==> src/rtl/axi4_wr_arbiter.sv <==
// axi4_wr_arbiter
// Per-slave AXI4 write-channel arbiter. Masters whose AW decodes to this slave
// compete round-robin. The winner then owns the W channel until its WLAST beat
// is accepted. The burst length is checked against the captured AWLEN, and a
// mismatch is flagged for one cycle. Payload muxing is external and is steered
// by grant_idx. This block drives only valid/ready gating and sequencing.
module axi4_wr_arbiter #(
   parameter int NUM_MASTERS = 15,
   parameter int IDX_WIDTH   = 4,
   parameter int LEN_WIDTH   = 8
) (
   input  logic                             aclk,
   input  logic                             aresetn,
   input  logic [NUM_MASTERS-1:0]           m_awvalid,
   input  logic [NUM_MASTERS*LEN_WIDTH-1:0] m_awlen,
   input  logic [NUM_MASTERS-1:0]           m_wvalid,
   input  logic [NUM_MASTERS-1:0]           m_wlast,
   input  logic                             s_awready,
   input  logic                             s_wready,
   output logic [NUM_MASTERS-1:0]           m_awready,
   output logic [NUM_MASTERS-1:0]           m_wready,
   output logic                             s_awvalid,
   output logic                             s_wvalid,
   output logic [IDX_WIDTH-1:0]             grant_idx,
   output logic                             busy,
   output logic                             wlast_err
);

   typedef enum logic [1:0] {
      ST_IDLE = 2'd0,
      ST_ADDR = 2'd1,
      ST_DATA = 2'd2
   } state_e;

   // Master NUM_MASTERS-1 is treated as the previous winner out of reset,
   // so master 0 gets first priority.
   localparam logic [IDX_WIDTH-1:0] LAST_GRANT_RST = IDX_WIDTH'(NUM_MASTERS - 1);
   localparam logic [LEN_WIDTH-1:0] CNT_MAX        = {LEN_WIDTH{1'b1}};
   localparam logic [LEN_WIDTH-1:0] CNT_ONE        = LEN_WIDTH'(1);

   state_e                 state_q,      state_d;
   logic [IDX_WIDTH-1:0]   grant_q,      grant_d;
   logic [IDX_WIDTH-1:0]   last_grant_q, last_grant_d;
   logic [LEN_WIDTH-1:0]   len_q,        len_d;
   logic [LEN_WIDTH-1:0]   beat_cnt_q,   beat_cnt_d;
   logic                   busy_q;
   logic                   wlast_err_q,  wlast_err_d;

   logic [LEN_WIDTH-1:0]   awlen_arr [NUM_MASTERS];
   logic [IDX_WIDTH-1:0]   winner;
   logic                   req_any;
   logic                   sel_awvalid;
   logic                   sel_wvalid;
   logic                   sel_wlast;

   // Unpack the flat AWLEN bus so the granted length can be indexed directly.
   for (genvar gi = 0; gi < NUM_MASTERS; gi++) begin : g_awlen
      assign awlen_arr[gi] = m_awlen[gi*LEN_WIDTH +: LEN_WIDTH];
   end

   assign sel_awvalid = m_awvalid[grant_q];
   assign sel_wvalid  = m_wvalid[grant_q];
   assign sel_wlast   = m_wlast[grant_q];

   // Round-robin pick: scan upward from the master after last_grant, wrapping to 0.
   always_comb begin
      int                   cand;
      logic [IDX_WIDTH-1:0] cand_idx;
      logic                 hit;
      cand     = 0;
      cand_idx = '0;
      hit      = 1'b0;
      winner   = '0;
      req_any  = 1'b0;
      for (int k = 1; k <= NUM_MASTERS; k++) begin
         cand     = int'(last_grant_q) + k;
         cand     = (cand >= NUM_MASTERS) ? (cand - NUM_MASTERS) : cand;
         cand_idx = IDX_WIDTH'(cand);
         hit      = !req_any && m_awvalid[cand_idx];
         winner   = hit ? cand_idx : winner;
         req_any  = req_any | hit;
      end
   end

   // Next-state logic and combinational handshake gating.
   always_comb begin
      state_d      = state_q;
      grant_d      = grant_q;
      last_grant_d = last_grant_q;
      len_d        = len_q;
      beat_cnt_d   = beat_cnt_q;
      wlast_err_d  = 1'b0;
      s_awvalid    = 1'b0;
      s_wvalid     = 1'b0;
      m_awready    = '0;
      m_wready     = '0;
      case (state_q)
         ST_IDLE: begin
            if (req_any) begin
               grant_d = winner;
               state_d = ST_ADDR;
            end else begin
               state_d = ST_IDLE;
            end
         end
         ST_ADDR: begin
            // The grant is kept even if the winner withdraws AWVALID.
            s_awvalid          = sel_awvalid;
            m_awready[grant_q] = s_awready;
            if (sel_awvalid && s_awready) begin
               len_d      = awlen_arr[grant_q];
               beat_cnt_d = '0;
               state_d    = ST_DATA;
            end else begin
               state_d = ST_ADDR;
            end
         end
         ST_DATA: begin
            s_wvalid          = sel_wvalid;
            m_wready[grant_q] = s_wready;
            if (sel_wvalid && s_wready) begin
               beat_cnt_d  = (beat_cnt_q == CNT_MAX) ? beat_cnt_q : (beat_cnt_q + CNT_ONE);
               // The flag is set for WLAST on the wrong beat, or for no WLAST on the expected last beat.
               wlast_err_d = sel_wlast ^ (beat_cnt_q == len_q);
               if (sel_wlast) begin
                  last_grant_d = grant_q;
                  state_d      = ST_IDLE;
               end else begin
                  state_d = ST_DATA;
               end
            end else begin
               state_d = ST_DATA;
            end
         end
         default: begin
            state_d = ST_IDLE;
         end
      endcase
   end

   // State, grant, length and status registers.
   always_ff @(posedge aclk or negedge aresetn) begin
      if (!aresetn) begin
         state_q      <= ST_IDLE;
         grant_q      <= '0;
         last_grant_q <= LAST_GRANT_RST;
         len_q        <= '0;
         beat_cnt_q   <= '0;
         busy_q       <= 1'b0;
         wlast_err_q  <= 1'b0;
      end else begin
         state_q      <= state_d;
         grant_q      <= grant_d;
         last_grant_q <= last_grant_d;
         len_q        <= len_d;
         beat_cnt_q   <= beat_cnt_d;
         busy_q       <= (state_d != ST_IDLE);
         wlast_err_q  <= wlast_err_d;
      end
   end

   assign grant_idx = grant_q;
   assign busy      = busy_q;
   assign wlast_err = wlast_err_q;

endmodule

==> config.mk <==
export PLATFORM = sky130hd
export DESIGN_NAME = axi4_wr_arbiter
export DESIGN_NICKNAME = d
export VERILOG_FILES = /design/src/rtl/axi4_wr_arbiter.sv
export SDC_FILE = /design/constraint.sdc
export NUM_CORES = 1
export LEC_CHECK = 0
export ABC_AREA = 0
export ABC_CLOCK_PERIOD_IN_PS = 14600
export CAP_MARGIN = 20
export CORE_AREA = 2 2 119 237
export DETAILED_ROUTE_END_ITERATION = 16
export DIE_AREA = 0 0 121 239
export GPL_TIMING_DRIVEN = 0
export SLEW_MARGIN = 5
export SYNTH_ARGS = -nofsm -noshare
export SYNTH_HDL_FRONTEND = slang
export SYNTH_SLANG_ARGS = --single-unit
==> constraint.sdc <==
create_clock -name aclk -period 14.6 [get_ports aclk]
set_clock_uncertainty 0.05 [all_clocks]
set_input_delay 2.92 -clock aclk [delete_from_list [all_inputs] [get_ports aclk]]
set_output_delay 2.92 -clock aclk [all_outputs]
set_load 0.02 [all_outputs]
==> impl_metrics.yaml <==
placed_design:
  dp_hpwl_um: 40840
  io_buffers: 200
  gp_congestion: 1.033
pwr:
  power_density_mw_per_mm2: 236.0
  ir_worst_vdd_mv: 0.1133
  finalPower_mw: 2.882
  leakage_nw: 4.457
global_route:
  grt_util_all_layers_pct: 34.32
  grt_antenna_before_repair: 0
  grt_max_degree: 20
  grt_pass1_wl_um: 74380
  grt_remaining_overflow: 0
  grt_pass1_vias: 11240
worst_setup_path:
  crit_top_cell: "clkbuf_1"
  startpoint_type: "input pin"
  crit_slowest_cell: "clkdlybuf4s50_1"
  r2r_cells: 22
  regToRegEndpoint: "grant_idx[3]$_DFFE_PN0P_"
  critPathKind: "in2out"
  worstReg2RegStart: "last_grant_q[0]$_DFFE_PN0P_"
  cp_num_buf_inv: 5
  path_max_fanout: 10
  required_ns: 11.63
  crit_chain: "clkdlybuf4s50_1 -> clkbuf_1 -> clkbuf_1 -> mux4_2 -> mux4_2 -> clkbuf_1 -> nor2b_1 -> clkdlybuf4s50_1"
  arrival_ns: 6.62
  end_kind: "output pin"
  cpPeakStageDelay_ns: 0.69
  r2r_setup_slack_ns: 7.42
  critical-path-top-delay-family: "buffers and inverters"
layout:
  diodes: 0
  regArea_um2: 704.4
  multi_input_comb_area_mm2: 0.008248
  final_util_pct: 44.87
  layout-drive-gt1-share_pct: 12.29
  fillers: 2785
  layout.nets: 1652
  area.growth.synth_to_final_pct: 26.55
cts:
  clk_pin_slew_ns: 0.07
  post-cts-setup-buffers: 0
  cts.sinks: 28
  numCtsBuffers: 3
  cts-resized-gates: 0
  holdBufCountCts: 0
  clock_latency_ns: 0.27
  clockRootBuffer: "clkbuf_16"
  clock_path_buffers: 2
  cts_tree: "built"
  h-tree-depth: 1
drt:
  avgRoutedWirePerCell_um: 28.37
  drt-total-wl_um: 51550
  drt_iter0_drc: 1384
  viasPerCell: 6.643
  first_pass_iters: 6
  dr_total_vias: 12070
  postRouteAntennaNets: 0
  drc: 0
sta:
  setup_tns_ns: 0
  grt_setup_unrepaired: "false"
  final_hold_viol_count: 0
  whs_ns: 0.4821
  slew_headroom_pct: 27.05
  period_share_pct: 65.67
  setup_viol: 0
  slew_viol_final: 0
  min_period_ns: 9.587
  worst_pin_slew_ns: 1.094
  fmax_mhz: 104.3
min_path:
  hold_path_depth: 1
  holdPathEnd: "len_q[1]$_DFFE_PN0P_"
  hold_path_class: "reg2reg"
  hold_path_startpoint: "len_q[1]$_DFFE_PN0P_"
floorplan:
  die_y_um: 239
  die-area_mm2: 0.02892
  initial_utilization_pct: 35.46
  die_w_um: 121
  coreArea_mm2: 0.02722
  pin_count: 207
  row_count: 86
logic_synthesis:
  synthCells: 1259
  synthDistinctLibCells: 111
  synth_seq_cells: 28
  mappedNetlistArea_mm2: 0.009653
  synth.net_count: 1445
  yosysWarnings: 0
  avgSynthCellArea_um2: 7.667
  async_flop_share_pct: 100.0
  synth_enable_flop_cells: 0
  yosysSeqAreaShare_pct: 7.297
  synth-main-ff-cell: "dfrtp_1"
outcome:
  status: "complete, no violations"
run:
  max_cap_viol_count: 0
-- state kept, by name, indices dropped and copies added (netlist names) --
name and count:
len_q 8, wlast_err 1, state_q 2, beat_cnt_q 8
grant_idx 4, last_grant_q 4, busy 1
-- layer usage --
layer	vias up	wire, µm	share of wire, %	global-route usage, %
met4	0	3434	6.7	18.78
met3	185	4282	8.3	4.580
li1	5276	-	-	-
met2	768	23230	45	52.66
met1	5841	20600	40	46.14
met5	-	0	0	0
-- kinds of logic (layout without fill, tap and decap cells) --
group | count (synthesis) | in the layout | share of synthesized area (%)
DFF | 28 | 28 | 7.298
buffers and inverters | 144 | 350 | 7.259
AOI/OAI and AO/OA | 414 | 414 | 31.60
adders and majority gates | 17 | 17 | 2.203
muxes | 149 | 149 | 22.61
and+or+nand+nor | 460 | 460 | 24.07
xor gates and xnor gates | 47 | 47 | 4.965
-- per-stage QoR --
| stage | cells | instance area [µm²] | worst slack (ns) |
|---|---|---|---|
| global route | 1817 | 12220 | 4.955 |
| finish | 1817 | 12220 | 5.013 |
| CTS | 1817 | 12220 | 5.093 |
| detailed placement | 1813 | 12130 | 5.096 |
| global placement | 1811 | 12100 | 5.117 |
| floorplan | 1259 | 9653 | 7.042 |
-- worst max path at each step --
stage,startpoint,endpoint,slack (ns),cells after the start
6_report,m_awvalid[0],s_awvalid,5.01,8
5_1_grt,m_awvalid[0],s_awvalid,4.95,8
4_1_cts,m_awvalid[0],s_awvalid,5.09,8
3_5_place_dp,m_awvalid[0],s_awvalid,5.10,8
3_3_place_gp,m_awvalid[0],s_awvalid,5.12,8
2_1_floorplan,m_awvalid[3],s_awvalid,7.04,6
-- synth_stat cells, types with 8 or more instances --
| library cell | instances | area (µm²) |
|---|---|---|
| nand2_1 | 123 | 461.7 |
| nor2_1 | 102 | 382.9 |
| a21oi_1 | 77 | 385.4 |
| mux2i_1 | 75 | 750.7 |
| o21ai_0 | 69 | 345.3 |
| nand3_1 | 61 | 305.3 |
| clkbuf_1 | 60 | 225.2 |
| mux4_2 | 52 | 1171 |
| xnor2_1 | 34 | 297.8 |
| nor3_1 | 32 | 160.2 |
| inv_1 | 26 | 97.59 |
| dfrtp_1 | 25 | 625.6 |
| a211oi_1 | 23 | 172.7 |
| buf_2 | 21 | 105.1 |
| nand2b_1 | 20 | 125.1 |
| nor2b_1 | 20 | 125.1 |
| o211ai_1 | 20 | 150.1 |
| mux2_2 | 18 | 202.7 |
| ha_1 | 17 | 212.7 |
| a21o_1 | 14 | 105.1 |
| and2_1 | 14 | 87.58 |
| buf_6 | 14 | 157.7 |
| a31oi_1 | 13 | 81.33 |
| nand4_1 | 13 | 81.33 |
| o2111ai_1 | 13 | 113.9 |
| o22ai_1 | 12 | 75.07 |
| or3_1 | 12 | 75.07 |
| a221oi_1 | 11 | 96.34 |
| buf_1 | 11 | 41.29 |
| o31ai_1 | 11 | 82.58 |
| a22oi_1 | 10 | 75.07 |
| or2_2 | 9 | 56.30 |
| o32ai_1 | 8 | 70.07 |
-- cell usage in the layout, fill, tap and decap left out, types with 8 or more instances in the layout --
cell / n
clkdlybuf4s50_1: 200
nand2_1: 123
nor2_1: 102
a21oi_1: 77
mux2i_1: 75
o21ai_0: 69
nand3_1: 61
clkbuf_1: 60
mux4_2: 52
xnor2_1: 34
nor3_1: 32
inv_1: 26
dfrtp_1: 25
a211oi_1: 23
buf_2: 21
nand2b_1: 20
nor2b_1: 20
o211ai_1: 20
mux2_2: 18
ha_1: 17
buf_6: 14
and2_1: 14
a21o_1: 14
nand4_1: 13
o2111ai_1: 13
a31oi_1: 13
buf_1: 12
o22ai_1: 12
or3_1: 12
o31ai_1: 11
a221oi_1: 11
a22oi_1: 10
or2_2: 9
o32ai_1: 8
-- where the power goes --
group | total (mW) | internal, mW | switching, mW
clock | 0.0703 | 0.0421 | 0.0281
combinational | 2.68 | 0.996 | 1.68
sequential | 0.133 | 0.106 | 0.0274
-- layout make-up --
| cell class | count | share of cell area [%] |
|---|---|---|
| Buffer | 115 | 4.845 |
| Clock buffer | 4 | 0.7272 |
| Inverter | 29 | 0.8911 |
| Multi-Input combinational cell | 1087 | 67.52 |
| Sequential cell | 28 | 5.767 |
| Tap cell | 352 | 3.605 |
| Timing Repair Buffer | 202 | 16.64 |
Note: power is estimated with default switching activity, not from simulation.
